===== src/rtl/lenet_pkg.sv =====
// Shared types and constants for the LeNet UART front end.
// Frame geometry, sync marker, error causes and the map assembler FSM states.
package lenet_pkg;

    localparam int         MAP_BYTES = 36;
    localparam logic [7:0] SYNC_BYTE = 8'hA5;

    typedef enum logic [1:0] {
        ERR_NONE    = 2'd0,
        ERR_CSUM    = 2'd1,
        ERR_TIMEOUT = 2'd2
    } err_code_e;

    typedef enum logic [1:0] {
        ST_IDLE    = 2'd0,
        ST_PAYLOAD = 2'd1,
        ST_CHK     = 2'd2,
        ST_EMIT    = 2'd3
    } asm_state_e;

endpackage


===== src/rtl/uart_map_assembler_gap_timer.sv =====
// Saturating cycle counter with synchronous clear; flags when it sits at TERMINAL.
// Shared by the RX framer and the TX side for inter-byte gap supervision.
module gap_timer #(
    parameter int TERMINAL = 69999,
    parameter int WIDTH    = $clog2(TERMINAL + 1)
) (
    input  logic clk,
    input  logic rst,
    input  logic clear_i,
    input  logic enable_i,
    output logic terminal_o
);

    localparam logic [WIDTH-1:0] TERM_V = WIDTH'(TERMINAL);

    logic [WIDTH-1:0] cnt_q, cnt_d;

    assign terminal_o = (cnt_q == TERM_V);

    // Holds at terminal count so a stalled frame never wraps back to zero.
    always_comb begin
        cnt_d = cnt_q;
        if (clear_i) begin
            cnt_d = '0;
        end else if (enable_i && !terminal_o) begin
            cnt_d = cnt_q + 1'b1;
        end
    end

    always_ff @(posedge clk) begin
        if (rst) begin
            cnt_q <= '0;
        end else begin
            cnt_q <= cnt_d;
        end
    end

endmodule


===== src/rtl/uart_map_assembler.sv =====
// Assembles a sync-prefixed, checksummed UART frame into one feature map word.
// Good frames pulse wr_en with the map; checksum failures and gaps pulse frame_err.
module uart_map_assembler #(
    parameter int         MAP_BYTES   = lenet_pkg::MAP_BYTES,
    parameter logic [7:0] SYNC_BYTE   = lenet_pkg::SYNC_BYTE,
    parameter int         TIMEOUT_CYC = 70000
) (
    input  logic                   clk,
    input  logic                   rst,
    input  logic                   rx_valid,
    input  logic [7:0]             rx_data,
    output logic                   wr_en,
    output logic [MAP_BYTES*8-1:0] wr_data,
    output logic                   frame_err,
    output logic [1:0]             err_code,
    output logic                   busy
);

    import lenet_pkg::*;

    localparam int DW = MAP_BYTES * 8;
    localparam int BW = $clog2(MAP_BYTES);
    localparam int GW = $clog2(TIMEOUT_CYC);
    localparam logic [BW-1:0] LAST_IDX = BW'(MAP_BYTES - 1);

    asm_state_e      state_q, state_d;
    logic [BW-1:0]   idx_q, idx_d;
    logic [7:0]      acc_q, acc_d;
    logic [DW-1:0]   shift_q, shift_d;
    logic [DW-1:0]   wr_data_q, wr_data_d;
    logic            wr_en_q, wr_en_d;
    logic            frame_err_q, frame_err_d;
    err_code_e       err_q, err_d;
    logic            busy_q, busy_d;

    logic in_frame, is_sync, gap_term, timeout;

    assign in_frame = (state_q == ST_PAYLOAD) || (state_q == ST_CHK);
    assign is_sync  = rx_valid && (rx_data == SYNC_BYTE);
    // A byte arriving on the terminal cycle takes priority over the timeout.
    assign timeout  = in_frame && gap_term && !rx_valid;

    gap_timer #(
        .TERMINAL (TIMEOUT_CYC - 1),
        .WIDTH    (GW)
    ) u_gap_timer (
        .clk        (clk),
        .rst        (rst),
        .clear_i    (rx_valid || !in_frame),
        .enable_i   (in_frame),
        .terminal_o (gap_term)
    );

    always_comb begin
        state_d     = state_q;
        idx_d       = idx_q;
        acc_d       = acc_q;
        shift_d     = shift_q;
        wr_data_d   = wr_data_q;
        err_d       = err_q;
        frame_err_d = 1'b0;

        case (state_q)
            ST_IDLE, ST_EMIT: begin
                if (is_sync) begin
                    state_d = ST_PAYLOAD;
                    idx_d   = '0;
                    acc_d   = '0;
                end else begin
                    state_d = ST_IDLE;
                end
            end
            ST_PAYLOAD: begin
                if (rx_valid) begin
                    shift_d = {shift_q[DW-9:0], rx_data};
                    acc_d   = acc_q + rx_data;
                    idx_d   = idx_q + 1'b1;
                    if (idx_q == LAST_IDX) begin
                        state_d = ST_CHK;
                    end
                end else if (timeout) begin
                    frame_err_d = 1'b1;
                    err_d       = ERR_TIMEOUT;
                    state_d     = ST_IDLE;
                end
            end
            ST_CHK: begin
                if (rx_valid) begin
                    if (rx_data == acc_q) begin
                        state_d   = ST_EMIT;
                        wr_data_d = shift_q;
                    end else begin
                        frame_err_d = 1'b1;
                        err_d       = ERR_CSUM;
                        state_d     = ST_IDLE;
                    end
                end else if (timeout) begin
                    frame_err_d = 1'b1;
                    err_d       = ERR_TIMEOUT;
                    state_d     = ST_IDLE;
                end
            end
            default: state_d = ST_IDLE;
        endcase

        wr_en_d = (state_d == ST_EMIT);
        busy_d  = (state_d != ST_IDLE);
    end

    always_ff @(posedge clk) begin
        if (rst) begin
            state_q     <= ST_IDLE;
            idx_q       <= '0;
            acc_q       <= '0;
            shift_q     <= '0;
            wr_data_q   <= '0;
            wr_en_q     <= 1'b0;
            frame_err_q <= 1'b0;
            err_q       <= ERR_NONE;
            busy_q      <= 1'b0;
        end else begin
            state_q     <= state_d;
            idx_q       <= idx_d;
            acc_q       <= acc_d;
            shift_q     <= shift_d;
            wr_data_q   <= wr_data_d;
            wr_en_q     <= wr_en_d;
            frame_err_q <= frame_err_d;
            err_q       <= err_d;
            busy_q      <= busy_d;
        end
    end

    assign wr_en     = wr_en_q;
    assign wr_data   = wr_data_q;
    assign frame_err = frame_err_q;
    assign err_code  = err_q;
    assign busy      = busy_q;

endmodule

===== config.mk =====
export PLATFORM = sky130hd
export DESIGN_NAME = uart_map_assembler
export DESIGN_NICKNAME = d
export VERILOG_FILES = /design/src/rtl/lenet_pkg.sv /design/src/rtl/uart_map_assembler_gap_timer.sv /design/src/rtl/uart_map_assembler.sv
export SDC_FILE = /design/constraint.sdc
export NUM_CORES = 1
export LEC_CHECK = 0
export ABC_AREA = 1
export BUFFER_PORTS_ARGS = -buffer_cell sky130_fd_sc_hd__buf_4
export CAP_MARGIN = 20
export CORE_ASPECT_RATIO = 0.8
export CORE_MARGIN = 1.5
export CORE_UTILIZATION = 35
export DETAILED_ROUTE_END_ITERATION = 16
export PLACE_DENSITY_LB_ADDON = 0.3
export SLEW_MARGIN = 20
export SYNTH_ARGS = -nofsm -noshare
export SYNTH_HDL_FRONTEND = slang
export SYNTH_SLANG_ARGS = --single-unit

===== constraint.sdc =====
create_clock -name clk -period 3.1 [get_ports clk]
set_clock_uncertainty 0.1 [all_clocks]
set_input_delay 0.155 -clock clk [delete_from_list [all_inputs] [get_ports clk]]
set_output_delay 0.155 -clock clk [all_outputs]
set_load 0.02 [all_outputs]

# Yosys cells after proc, flatten, opt, wreduce, memory -nomap -nowiden

Cells that the tools add are included.

$add $sub $neg: 3
$mul: 0
Divide/modulo/power cells: 0
Magnitude comparators: 0
Equal/unequal tests: 12
Shift operators: 0
Multiplexer cells: 23
Bitwise operators: 0
Reductions and logical operators: 19

Operators with widths:

| kind                                                | number |
|---|---|
| 2-to-1 mux 2 bit                                    | 9 |
| adder 17 x 1 -> 17 bit, second input constant       | 1 |
| equality test 17 bit, second input constant         | 1 |
| 2-to-1 mux 8 bit                                    | 2 |
| one-hot mux 8 bit (2 select lines)                  | 1 |
| 2-to-1 mux 6 bit                                    | 2 |
| one-hot mux 6 bit (2 select lines)                  | 1 |
| AND reduction 3 bit                                 | 3 |
| adder 8 bit                                         | 1 |
| equality test 8 bit                                 | 1 |
| equality test 8 bit, second input constant          | 1 |
| adder 6 x 1 -> 6 bit, second input constant         | 1 |
| equality test 2 bit, second input constant          | 3 |
| equality test 6 bit, second input constant          | 1 |
| != test 2 bit, second input constant                | 3 |
| one-hot mux 2 bit (3 select lines)                  | 1 |
| nonzero test 2 bit                                  | 3 |
| 2-to-1 mux 1 bit                                    | 5 |
| logical AND 1 bit                                   | 4 |
| one-hot mux 2 bit (2 select lines)                  | 1 |
| OR reduction 2 bit                                  | 2 |
| logical NOT 1 bit                                   | 3 |
| != test 3 bit, second input constant                | 1 |
| equality test 2 x 1 -> 1 bit, second input constant | 1 |
| other kinds (4)                                     | 5 |

Register bits after elaboration: 614
Bits in latches: 0
Bits in writable memories: 0
ROM bits: 0
Input bits: 11
Output and inout port bits: 293
Logic and storage cells: 67
Memories kept: 0

# Depth between registers and ports, before layout

Word-level depth: 8
Mapped depth: 12
Mapped depth without buffers: 12

# Modules after synthesis

Synthesis repeated with hierarchy kept, for this count alone.

Cell total of the unflattened synthesis: 2,942
Area, all modules: 23,028.3 um2

By module, submodules not included:

| module             | instances | cells each | area each (um2) | seq. area each (um2) |
|---|---|---|---|---|
| uart_map_assembler | 1         | 2,783      | 22,023.6        | 11,951.5 |
| gap_timer          | 1         | 159        | 1,004.7         | 340.3 |

# Worst setup path after synthesis

Ideal clock, no wire load.

Path kind: register to register
Start point: register acc_q[6]
End point: register wr_data_q[102] (netlist: wr_data[102])
Setup time: 0.117 ns
Arrival time: 1.790 ns
Required time: 2.883 ns
Slack: 1.093 ns
Cell stages (with the launch flop): 9
Buffers on the path: 3
Clock period less this slack: 2.007 ns
Path through: dfxtp_1 > ha_1 > clkbuf_1 > nor4_4 > nand3_1 > buf_2 > clkbuf_1 > nor2_1 > nor2_1

Word-level cells in the longest chain between the ends: 2

RTL lines:

| what                                 | line                      | text |
|---|---|---|
| start: declaration                   | uart_map_assembler.sv:28  | `logic [7:0] acc_q, acc_d;` |
| start signal: assignment             | uart_map_assembler.sv:114 | `acc_q <= '0;` |
| start signal: assignment             | uart_map_assembler.sv:124 | `acc_q <= acc_d;` |
| equality test 8 bit                  | uart_map_assembler.sv:89  | `if (rx_data == acc_q) begin` |
| AND reduction 3 bit (no source line) | n/a                       |  |
| end signal: assignment               | uart_map_assembler.sv:126 | `wr_data_q <= wr_data_d;` |
| end: declaration                     | uart_map_assembler.sv:30  | `logic [DW-1:0] wr_data_q, wr_data_d;` |

Every way passes these cells.
A chain may end at the register's enable or synchronous reset.

# Final worst setup path

Start point: register state_q[1]
End point: register shift_q[2]

Word-level cells in the longest chain between the ends: 2

RTL lines:

| what                                 | line                      | text |
|---|---|---|
| start: declaration                   | uart_map_assembler.sv:26  | `asm_state_e state_q, state_d;` |
| start signal: assignment             | uart_map_assembler.sv:122 | `state_q <= state_d;` |
| equality test 2 x 1 -> 1 bit         | uart_map_assembler.sv:63  | `case (state_q)` |
| AND reduction 2 bit (no source line) | n/a                       |  |
| end signal: assignment               | uart_map_assembler.sv:125 | `shift_q <= shift_d;` |
| end: declaration                     | uart_map_assembler.sv:29  | `logic [DW-1:0] shift_q, shift_d;` |

Every way passes these cells.

==> impl_summary.log <==
[metrics] launch point of the worst reg-to-reg path: state_q[1]
[metrics] DP Wirelength: around 40000 um
[metrics] Vias: around 19k
[metrics] largest fanout on the critical path: 54
[metrics] top area cells in the synthesized netlist: sky130_fd_sc_hd__dfxtp_1 (57%), sky130_fd_sc_hd__o21ai_0 (12%), sky130_fd_sc_hd__a21oi_1 (10%)
[metrics] clock buffer count from CTS: 61
[metrics] Slew HR: 29.3%
[metrics] drt total wl: 62700 um
[metrics] highest clock rate: 0.381 GHz
[metrics] Pre-antenna DRT Iters: 5
[metrics] total congestion overflow after global routing: 0
[metrics] final weighted congestion in routability-driven placement: roughly 0.84
[metrics] horizontal die dimension: 281 um
[metrics] average footprint of a synthesized cell: between 8 and 9 um^2
[metrics] commonest cells in the netlist: sky130_fd_sc_hd__dfxtp_1 (614), sky130_fd_sc_hd__o21ai_0 (523), sky130_fd_sc_hd__a21oi_1 (445)
[metrics] antenna violations before repair: 0
[metrics] post-route minimum period: 2.63 ns
[metrics] arrival time of the worst setup path: around 3 ns
[metrics] Area Growth Syn to Fin: 23.8%
[metrics] Chip Height: 225 um
[metrics] final core occ: 43.8%
[metrics] number of synthesized flops with an enable pin: 0
[metrics] Initial Utilization: ~35%
[metrics] Peak VDD IR: approximately 0.46 mV
[metrics] share of layout cells above drive strength 1: 15.4%
[metrics] Critical Path Source: state_q[1]
[metrics] total DRC errors in the routed layout: 0
[metrics] n_diodes: 0
[metrics] count of input and output buffers: between 300 and 400
[metrics] clock-pin slew on the worst setup and hold paths: 0.06 ns
[metrics] Post-Place Cells: roughly 3.6k
[metrics] result of the run: finished clean
[metrics] standard-cell rows: 81
[metrics] CTS sink count: 614
[metrics] wire length of the first global-routing pass: ~100000 um
[metrics] Layout fillers: 6009
[metrics] distinct cell type count after synthesis: 24
[metrics] DR iter-0 viols: 1608
[metrics] dominant cell by count in the synthesized netlist: sky130_fd_sc_hd__dfxtp_1
[metrics] number of hold violations in the final report: 0
[metrics] number of cells on the worst reg-to-reg path: 8
[metrics] Clock Tree Buf Depth: 3
[metrics] Cell Pwr Density: 595 nW/um^2
[metrics] Worst Hold Path Cells: 2
[metrics] via count of the first global-routing pass: 17.1k
[metrics] Lkg Pwr: 10.8 nW
[metrics] endpoint of the worst-slack reg-to-reg timing path: shift_q[2]
[metrics] final critical-path share of the clock period: 84.7%
[metrics] Post-CTS Setup Bufs: 0
[metrics] instance count of the mapped netlist: between 2k and 3k
[metrics] count of maximum capacitance violations: 0
[metrics] number of nets produced by synthesis: about 2.7k
[metrics] fraction of registers with async set or reset after synthesis: 0%
[metrics] total power of the final layout: approximately 16 mW
[metrics] Finish-stage setup viols: 0
[metrics] Clk Tree Root Cell: sky130_fd_sc_hd__clkbuf_16
[metrics] Floorplan Core Area: 61100 um^2
[metrics] count of antenna-violating nets left after detailed routing: 0
[metrics] fin cells: 3719
[metrics] final sum of negative setup slack: 0 ns
[metrics] via count normalized by instance count: 4.99
[metrics] clock network latency to the later pin of the worst-skew pair: 0.62 ns
[metrics] max-slew violation count: 0
[metrics] clock tree from TritonCTS: built
[metrics] dominant cell type by area after synthesis: sky130_fd_sc_hd__dfxtp_1
[metrics] overall die area: 63300 um^2
[metrics] capturing element type of the critical path: flip-flop
[metrics] setup repair after global routing missed its margin: no
[metrics] critical path class: flip-flop to flip-flop
[metrics] maximum number of pins on one net before global-route repair: 154
[metrics] area share of the leading cell type in the synthesized netlist: 56.9%
[metrics] ports placed on the boundary: 304
[metrics] number of warnings printed during yosys synthesis: 0
[metrics] end point of the critical path: shift_q[2]
[metrics] number of register bits inferred by synthesis: roughly 610
[metrics] R2R Setup Slk: 0.47 ns
[metrics] sequential area share after synthesis: 56.9%
[metrics] mapped cell area: 21600 um^2
[metrics] gr usage total: a little under a fifth
[metrics] most used flip-flop cell after synthesis: sky130_fd_sc_hd__dfxtp_1
[metrics] total number of nets in the final design: 2864
[metrics] Critical Path RT: 3.56 ns
[metrics] Wirelength per Cell: 16.9 um
[metrics] class of the worst hold path: flip-flop to flip-flop
[metrics] CP startpoint kind: flip-flop
[metrics] number of H-tree levels: 2
[metrics] pin slew with the least headroom to its limit: 1.06 ns
worst max-delay path, stage by stage, from the launching register on:
cell	delay, ns
sky130_fd_sc_hd__dfxtp_1	0.32
sky130_fd_sc_hd__inv_1	0.11
sky130_fd_sc_hd__ha_1	0.38
sky130_fd_sc_hd__nand2_4	0.22
sky130_fd_sc_hd__inv_8	0.30
sky130_fd_sc_hd__buf_4	0.29
sky130_fd_sc_hd__o21ai_0	0.11
sky130_fd_sc_hd__a21oi_1	0.16
sky130_fd_sc_hd__dlygate4sd3_1	0.56
metrics by stage:
step                      area, um^2  hold WS, ns  worst slack [ns]
final                          26800        0.366             0.474
after global routing           26800        0.382             0.241
after CTS                      26800        0.366             0.486
after detailed placement       24500        0.357             0.672
after global placement         24500        0.353             0.729
after floorplan                21600        0.203              1.09
placed cells by master, fill, tap and decap left out, types with 8 or more instances in the layout:
master / count
sky130_fd_sc_hd__a21oi_1: 445
sky130_fd_sc_hd__buf_12: 12
sky130_fd_sc_hd__buf_4: 318
sky130_fd_sc_hd__bufinv_16: 8
sky130_fd_sc_hd__clkbuf_1: 8
sky130_fd_sc_hd__clkbuf_16: 63
sky130_fd_sc_hd__clkbuf_8: 8
sky130_fd_sc_hd__clkinv_2: 12
sky130_fd_sc_hd__dfxtp_1: 614
sky130_fd_sc_hd__dlygate4sd3_1: 17
sky130_fd_sc_hd__ha_1: 11
sky130_fd_sc_hd__inv_1: 161
sky130_fd_sc_hd__nand2_1: 162
sky130_fd_sc_hd__nand3_1: 30
sky130_fd_sc_hd__nand4_1: 69
sky130_fd_sc_hd__nor2_1: 371
sky130_fd_sc_hd__nor3_1: 13
sky130_fd_sc_hd__o21ai_0: 523
sky130_fd_sc_hd__xor2_1: 11
per-layer routing:
| layer | GRT usage, % | share of wire (%) | up-vias |
|---|---|---|---|
| met2 | 28.5 | 43 | 482 |
| met5 | 0 | 0 | - |
| met1 | 27.8 | 48 | 8743 |
| met4 | 5.35 | 2.3 | 0 |
| li1 | - | - | 9244 |
| met3 | 3.62 | 6.2 | 94 |
area by class of cell:
class / instances / area (um^2) / share of cell area [%]
tap: 830 / 1040 / 3.88
sequential: 614 / 12300 / 45.9
timing repair buffer: 347 / 2800 / 10.5
multi-input combinational: 1650 / 7890 / 29.5
clock inverter: 32 / 399 / 1.49
clock buffer: 79 / 1720 / 6.41
inverter: 167 / 642 / 2.40
registers in the layout, indices dropped and copies added (netlist names):
register / cells
idx_q: 6
wr_data: 288
err_code: 2
shift_q: 288
u_gap_timer.cnt_q: 17
state_q: 2
acc_q: 8
busy: 1
wr_en: 1
frame_err: 1
timing repair:
item / 4_1_cts / 5_1_grt
hold buffers: 17 / 0
resized for setup: 0 / 0
hold endpoints to repair: 103 / 0
kinds of logic after synthesis:
| family | share of synthesized area, % |
|---|---|
| AOI/OAI and AO/OA | 22.5 |
| xor gates and xnor gates | 0.608 |
| adders and majority gates | 0.729 |
| buffers and inverters | 6.78 |
| DFF | 56.9 |
| and+or+nand+nor | 12.5 |
worst min-delay path by stage:
stage / start / end / slack [ns]
2_1_floorplan: rx_data[4] / shift_q[4] / 0.20
3_5_place_dp: wr_data[240] / wr_data[240] / 0.36
6_report: wr_data[235] / wr_data[235] / 0.37
3_3_place_gp: wr_data[263] / wr_data[263] / 0.35
4_1_cts: wr_data[240] / wr_data[240] / 0.37
5_1_grt: wr_data[247] / wr_data[247] / 0.38
report_power, final:
part	switching, mW	internal (mW)
combinational	0.185	0.0715
sequential	0.00164	7.89
clock	3.20	4.57
No activity file was read; power rests on OpenSTA's default activity.
